--- src/rtl/rand_check.sv ---
// Receiving-end checker for the 20-bit, 2-bit-per-step game LFSR: rebuilds the
// generator state from 9-bit window samples, then predicts and scores each later sample.
module rand_check #(
    parameter int LOSS_THRESH = 3,
    parameter int ERR_W       = 16
) (
    input  logic             clk,
    input  logic             rst,
    input  logic             in_valid,
    input  logic [8:0]       in_num,
    input  logic             clr_cnt,
    output logic             locked,
    output logic             mismatch,
    output logic [8:0]       pred_num,
    output logic [ERR_W-1:0] err_cnt
);

    // in_valid qualifies in_num for exactly one generator step; there is no
    // ready because the checker accepts every valid sample, and with in_valid=0
    // nothing advances (the generator is assumed to hold too).

    typedef enum logic {ACQ, LOCKED} state_t;

    localparam logic [2:0] LOSS = 3'(LOSS_THRESH);

    state_t          state;
    logic [2:0]      acq_cnt;
    logic [2:0]      miss_run;
    logic [19:0]     shadow;
    logic [5:0][8:0] win_sr;

    logic [19:0] s0;
    logic [19:0] s7;
    logic [19:0] shadow_nxt;
    logic [2:0]  miss_nxt;
    logic        overlap_ok;

    function automatic logic [19:0] lfsr_step(input logic [19:0] s);
        return {s[9] ^ s[3], s[11] ^ s[2], s[19:2]};
    endfunction

    // win_sr[0] is the newest stored window; with 6 stored plus the current
    // sample, win_sr[5] is w0 and in_num is w6.
    always_comb begin
        s0 = '0;
        for (int k = 0; k < 6; k++) begin
            s0[2*k +: 9] = win_sr[5-k];
        end
        s0[19] = in_num[7];
        s7 = s0;
        for (int j = 0; j < 7; j++) begin
            s7 = lfsr_step(s7);
        end
    end

    assign shadow_nxt = lfsr_step(shadow);
    assign miss_nxt   = miss_run + 3'd1;
    assign overlap_ok = (in_num[6:0] == win_sr[0][8:2]);

    always_ff @(posedge clk or posedge rst) begin
        if (rst) begin
            state    <= ACQ;
            acq_cnt  <= '0;
            miss_run <= '0;
            shadow   <= '0;
            win_sr   <= '0;
            locked   <= 1'b0;
            mismatch <= 1'b0;
            pred_num <= '0;
            err_cnt  <= '0;
        end else begin
            mismatch <= 1'b0;
            if (clr_cnt) begin
                err_cnt <= '0;
            end
            if (in_valid) begin
                case (state)
                    ACQ: begin
                        win_sr <= {win_sr[4:0], in_num};
                        if (acq_cnt == 3'd0 || !overlap_ok) begin
                            acq_cnt <= 3'd1;
                        end else if (acq_cnt == 3'd6) begin
                            acq_cnt  <= '0;
                            miss_run <= '0;
                            shadow   <= s7;
                            pred_num <= s7[8:0];
                            locked   <= 1'b1;
                            state    <= LOCKED;
                        end else begin
                            acq_cnt <= acq_cnt + 3'd1;
                        end
                    end
                    LOCKED: begin
                        shadow   <= shadow_nxt;
                        pred_num <= shadow_nxt[8:0];
                        if (in_num != shadow[8:0]) begin
                            mismatch <= 1'b1;
                            if (!clr_cnt && err_cnt != '1) begin
                                err_cnt <= err_cnt + 1'b1;
                            end
                            if (miss_nxt == LOSS) begin
                                state    <= ACQ;
                                acq_cnt  <= '0;
                                miss_run <= '0;
                                shadow   <= '0;
                                pred_num <= '0;
                                locked   <= 1'b0;
                            end else begin
                                miss_run <= miss_nxt;
                            end
                        end else begin
                            miss_run <= '0;
                        end
                    end
                    default: state <= ACQ;
                endcase
            end
        end
    end

endmodule

--- config.mk ---
export PLATFORM = sky130hd
export DESIGN_NAME = rand_check
export DESIGN_NICKNAME = d
export VERILOG_FILES = /design/src/rtl/rand_check.sv
export SDC_FILE = /design/constraint.sdc
export NUM_CORES = 1
export LEC_CHECK = 0
export CAP_MARGIN = 20
export CORE_MARGIN = 1
export CORE_UTILIZATION = 55
export CTS_BUF_LIST = sky130_fd_sc_hd__clkbuf_8
export DETAILED_ROUTE_END_ITERATION = 6
export GPL_TIMING_DRIVEN = 0
export PLACE_DENSITY = 0.8
export REMOVE_ABC_BUFFERS = 1
export SYNTH_ARGS = -nofsm -noshare
export SYNTH_HDL_FRONTEND = slang
export SYNTH_SLANG_ARGS = --single-unit
--- constraint.sdc ---
create_clock -name clk -period 5.12 [get_ports clk]
set_clock_uncertainty 0.1 [all_clocks]
set_input_delay 0.768 -clock clk [delete_from_list [all_inputs] [get_ports clk]]
set_output_delay 0.768 -clock clk [all_outputs]
set_load 0.02 [all_outputs]
==> flow_summary.ini <==
[critical_path]
crit_type = primary input to flip-flop
r2r_slack_ns = 2.58
slowest_stage = o311ai_2
worst_setup_path_startpoint = in_num[7]
crit_required_ns = 5.25
r2r_start = s0[15]
path_max_fanout = 16
crit_chain = clkdlybuf4s50_1 -> xnor2_1 -> nand4_2 -> o311ai_2 -> buf_6 -> nor4_1 -> mux2_1
arrival_ns = 3.20
cp-start-kind = primary input
critPathCapture = err_cnt[5]
worstRegToRegCells = 6
endpoint_kind = flip-flop
r2r_end = miss_run[2]
critical_path.max_stage_delay_ns = 0.66

[sta]
finalCritPeriodShare_pct = 60.1
slew-limit-headroom_pct = 36.4
tightest_slew_ns = 0.952
whs_ns = 0.433
setup_tns_ns = 0
drv_slew = 0
rsz0062_at_grt = no
fin_crit_ns = 3.08
fmax_mhz = 325
setup_viol = 0
finalHoldViolCount = 0

[clocking]
clkLatencyLatePin_ns = 0.35
cts.clk_slew.worst_paths_ns = 0.07
cts_resized = 0
clock-sinks = 62
cts_hold_buf = 0
htree_levels = 3
cts_buffers = 9
cts_buffer_depth = 2
cts_tree = built
cts_root_buffer = clkbuf_8
cts_setup_buffers = 0

[die]
die_area_mm2 = 0.00648
ios = 40
die-height_um = 80.5
core_mm2 = 0.00592
die_width_um = 80.5
start_util_pct = 57.2
rows = 28

[worst_hold_path]
min_path_type = flip-flop to flip-flop
min_delay_path_depth = 2

[placed_design]
dpl.cell_count = 426
dp_hpwl_um = 5240
dpl-instance-area_mm2 = 0.00379
io_buffers = 39
gp_congestion = 0.792

[routing]
vias = 2604
drt_iter0_drc = 150
drt-total-wl_um = 7390
firstDrtPassIters = 4
avgViaCountPerCell = 5.89
drc_errors = 0
ant_nets = 0
routedWlPerCell_um = 16.7

[finish]
n_antenna_cell = 0
fin_area_mm2 = 0.00399
multi_input_area_mm2 = 0.00164
final_nets = 378
fillers = 448
drive_gt1_share_pct = 13.4
seqCellArea_mm2 = 0.00155
area_growth_pct = 17.9
layout.cells.non_filler = 442

[synthesis]
yosys_warnings = 0
ys_seq_elements = 62
synthFlopType = dfrtp_1
synthArstFlopShare_pct = 100
syn_avg_cell_area_um2 = 10.1
yosysTopAreaCell = dfrtp_1
synth_top_cell_area_share_pct = 45.8
syn_inst = 335
ys_types = 54
synth.area.top_cells = dfrtp_1 (46%), mux2_2 (5.7%), a21oi_1 (5.2%), xor2_1 (4.9%), a22oi_1 (3.8%)
synth_edf_count = 0
synth-seq-area-share_pct = 45.8
syn_area_mm2 = 0.00339

[global_route]
grt_max_degree = 35
first_global_vias = 2584
grt_use_total_pct = 26.3
grt_overflow_total = 0
grt_pass1_wl_um = 12700
antenna_found_initial = 0

[power]
vdd_drop_max_v = 0.000192
power.total_mw = 1.20
p_per_area_mw_per_mm2 = 300
leakage_nw = 1.67

[status]
status = finished, final reports clean

[flow_run]
drv_cap = 0
-- area by class of cell --
cell class                 count  share of cell area [%]
inverter                      13                    1.22
timing repair buffer          43                    11.6
tap                           75                    2.35
clock buffer                   9                    3.10
clock inverter                 7                    1.88
multi-input combinational    233                    41.0
sequential                    62                    38.8
-- routing by layer --
metal | part of all wire (%) | wire length (µm) | vias to the layer above | track usage (%)
li1 | - | - | 1262 | -
met1 | 46 | 3430 | 1272 | 37.3
met2 | 48 | 3550 | 61 | 39.2
met3 | 4.3 | 315 | 9 | 3.86
met4 | 1.3 | 93 | 0 | 13.0
met5 | 0 | 0 | - | 0
-- worst max-delay path, delay by kind of cell --
kind            cells  cell delay (ns)
buf+inv             2             0.80
mux                 1             0.35
xor+xnor            1             0.31
compound gates      1             0.66
simple gates        2             0.32
-- through the flow --
step | setup WS (ns) | utilization (%)
final | 2.04 | 67.5
after global routing | 1.91 | 67.5
after CTS | 2.10 | 67.5
after detailed placement | 1.73 | 64.1
after global placement | 0.951 | 62.7
after floorplan | 2.35 | -
-- synth_stat cells, types with 4 or more instances --
master,number
a21oi_1,35
a22oi_1,17
buf_2,9
buf_4,11
clkbuf_1,5
dfrtp_1,62
inv_1,12
mux2_2,17
nand2_1,16
nand3_1,4
nand4_1,5
nor2_1,28
nor3_1,8
o31ai_1,9
or4_1,7
xnor2_1,14
xor2_1,19
-- cells in the final DEF (no fill, tap or decap), types with 3 or more instances in the layout --
| cell type | instances |
|---|---|
| nand2b_1 | 3 |
| nor2_1 | 28 |
| xor2_1 | 19 |
| o21ai_1 | 3 |
| and2_1 | 3 |
| or3_1 | 3 |
| clkdlybuf4s50_1 | 39 |
| nand3_1 | 4 |
| nand4_1 | 5 |
| ha_1 | 3 |
| clkinv_4 | 4 |
| or4_1 | 7 |
| nand2_1 | 16 |
| clkbuf_8 | 9 |
| and3_1 | 3 |
| a22oi_1 | 17 |
| a21oi_1 | 35 |
| nor3_1 | 8 |
| dfrtp_1 | 62 |
| inv_1 | 11 |
| o31ai_1 | 9 |
| mux2_2 | 17 |
| xnor2_1 | 14 |
-- flip-flops by register name (all words and copies together), names as in the netlist --
name and flops:
acq_cnt 3, err_cnt 16, locked 1, mismatch 1, miss_run 3, pred_num 8, s0 17, shadow 12
state 1
-- report_power, final --
part           total [mW]  internal (mW)  switching (mW)  leakage [nW]
Sequential          0.572          0.529          0.0436         0.803
Clock               0.428          0.226           0.202         0.103
Combinational       0.197         0.0966           0.100         0.768
-- worst min path at each step --
stage / slack, ns / from / endpoint
finish: 0.43 / shadow[19] / shadow[19]
global route: 0.46 / s0[2] / s0[2]
CTS: 0.44 / shadow[13] / shadow[13]
detailed placement: 0.42 / shadow[19] / shadow[19]
global placement: 0.41 / s0[2] / s0[2]
floorplan: 0.40 / shadow[10] / shadow[10]
-- cells by family after synthesis --
| kind of cell | count (synthesis) | synth area share (%) |
|---|---|---|
| AND/OR/NAND/NOR | 94 | 15.3 |
| AO/OA/AOI/OAI | 84 | 16.8 |
| flip-flops | 62 | 45.8 |
| buffers and inverters | 40 | 6.21 |
| XOR/XNOR | 33 | 8.53 |
| multiplexers | 19 | 6.28 |
| adder cells (fa/ha/maj) | 3 | 1.11 |
Note: power is estimated with default switching activity, not from simulation.
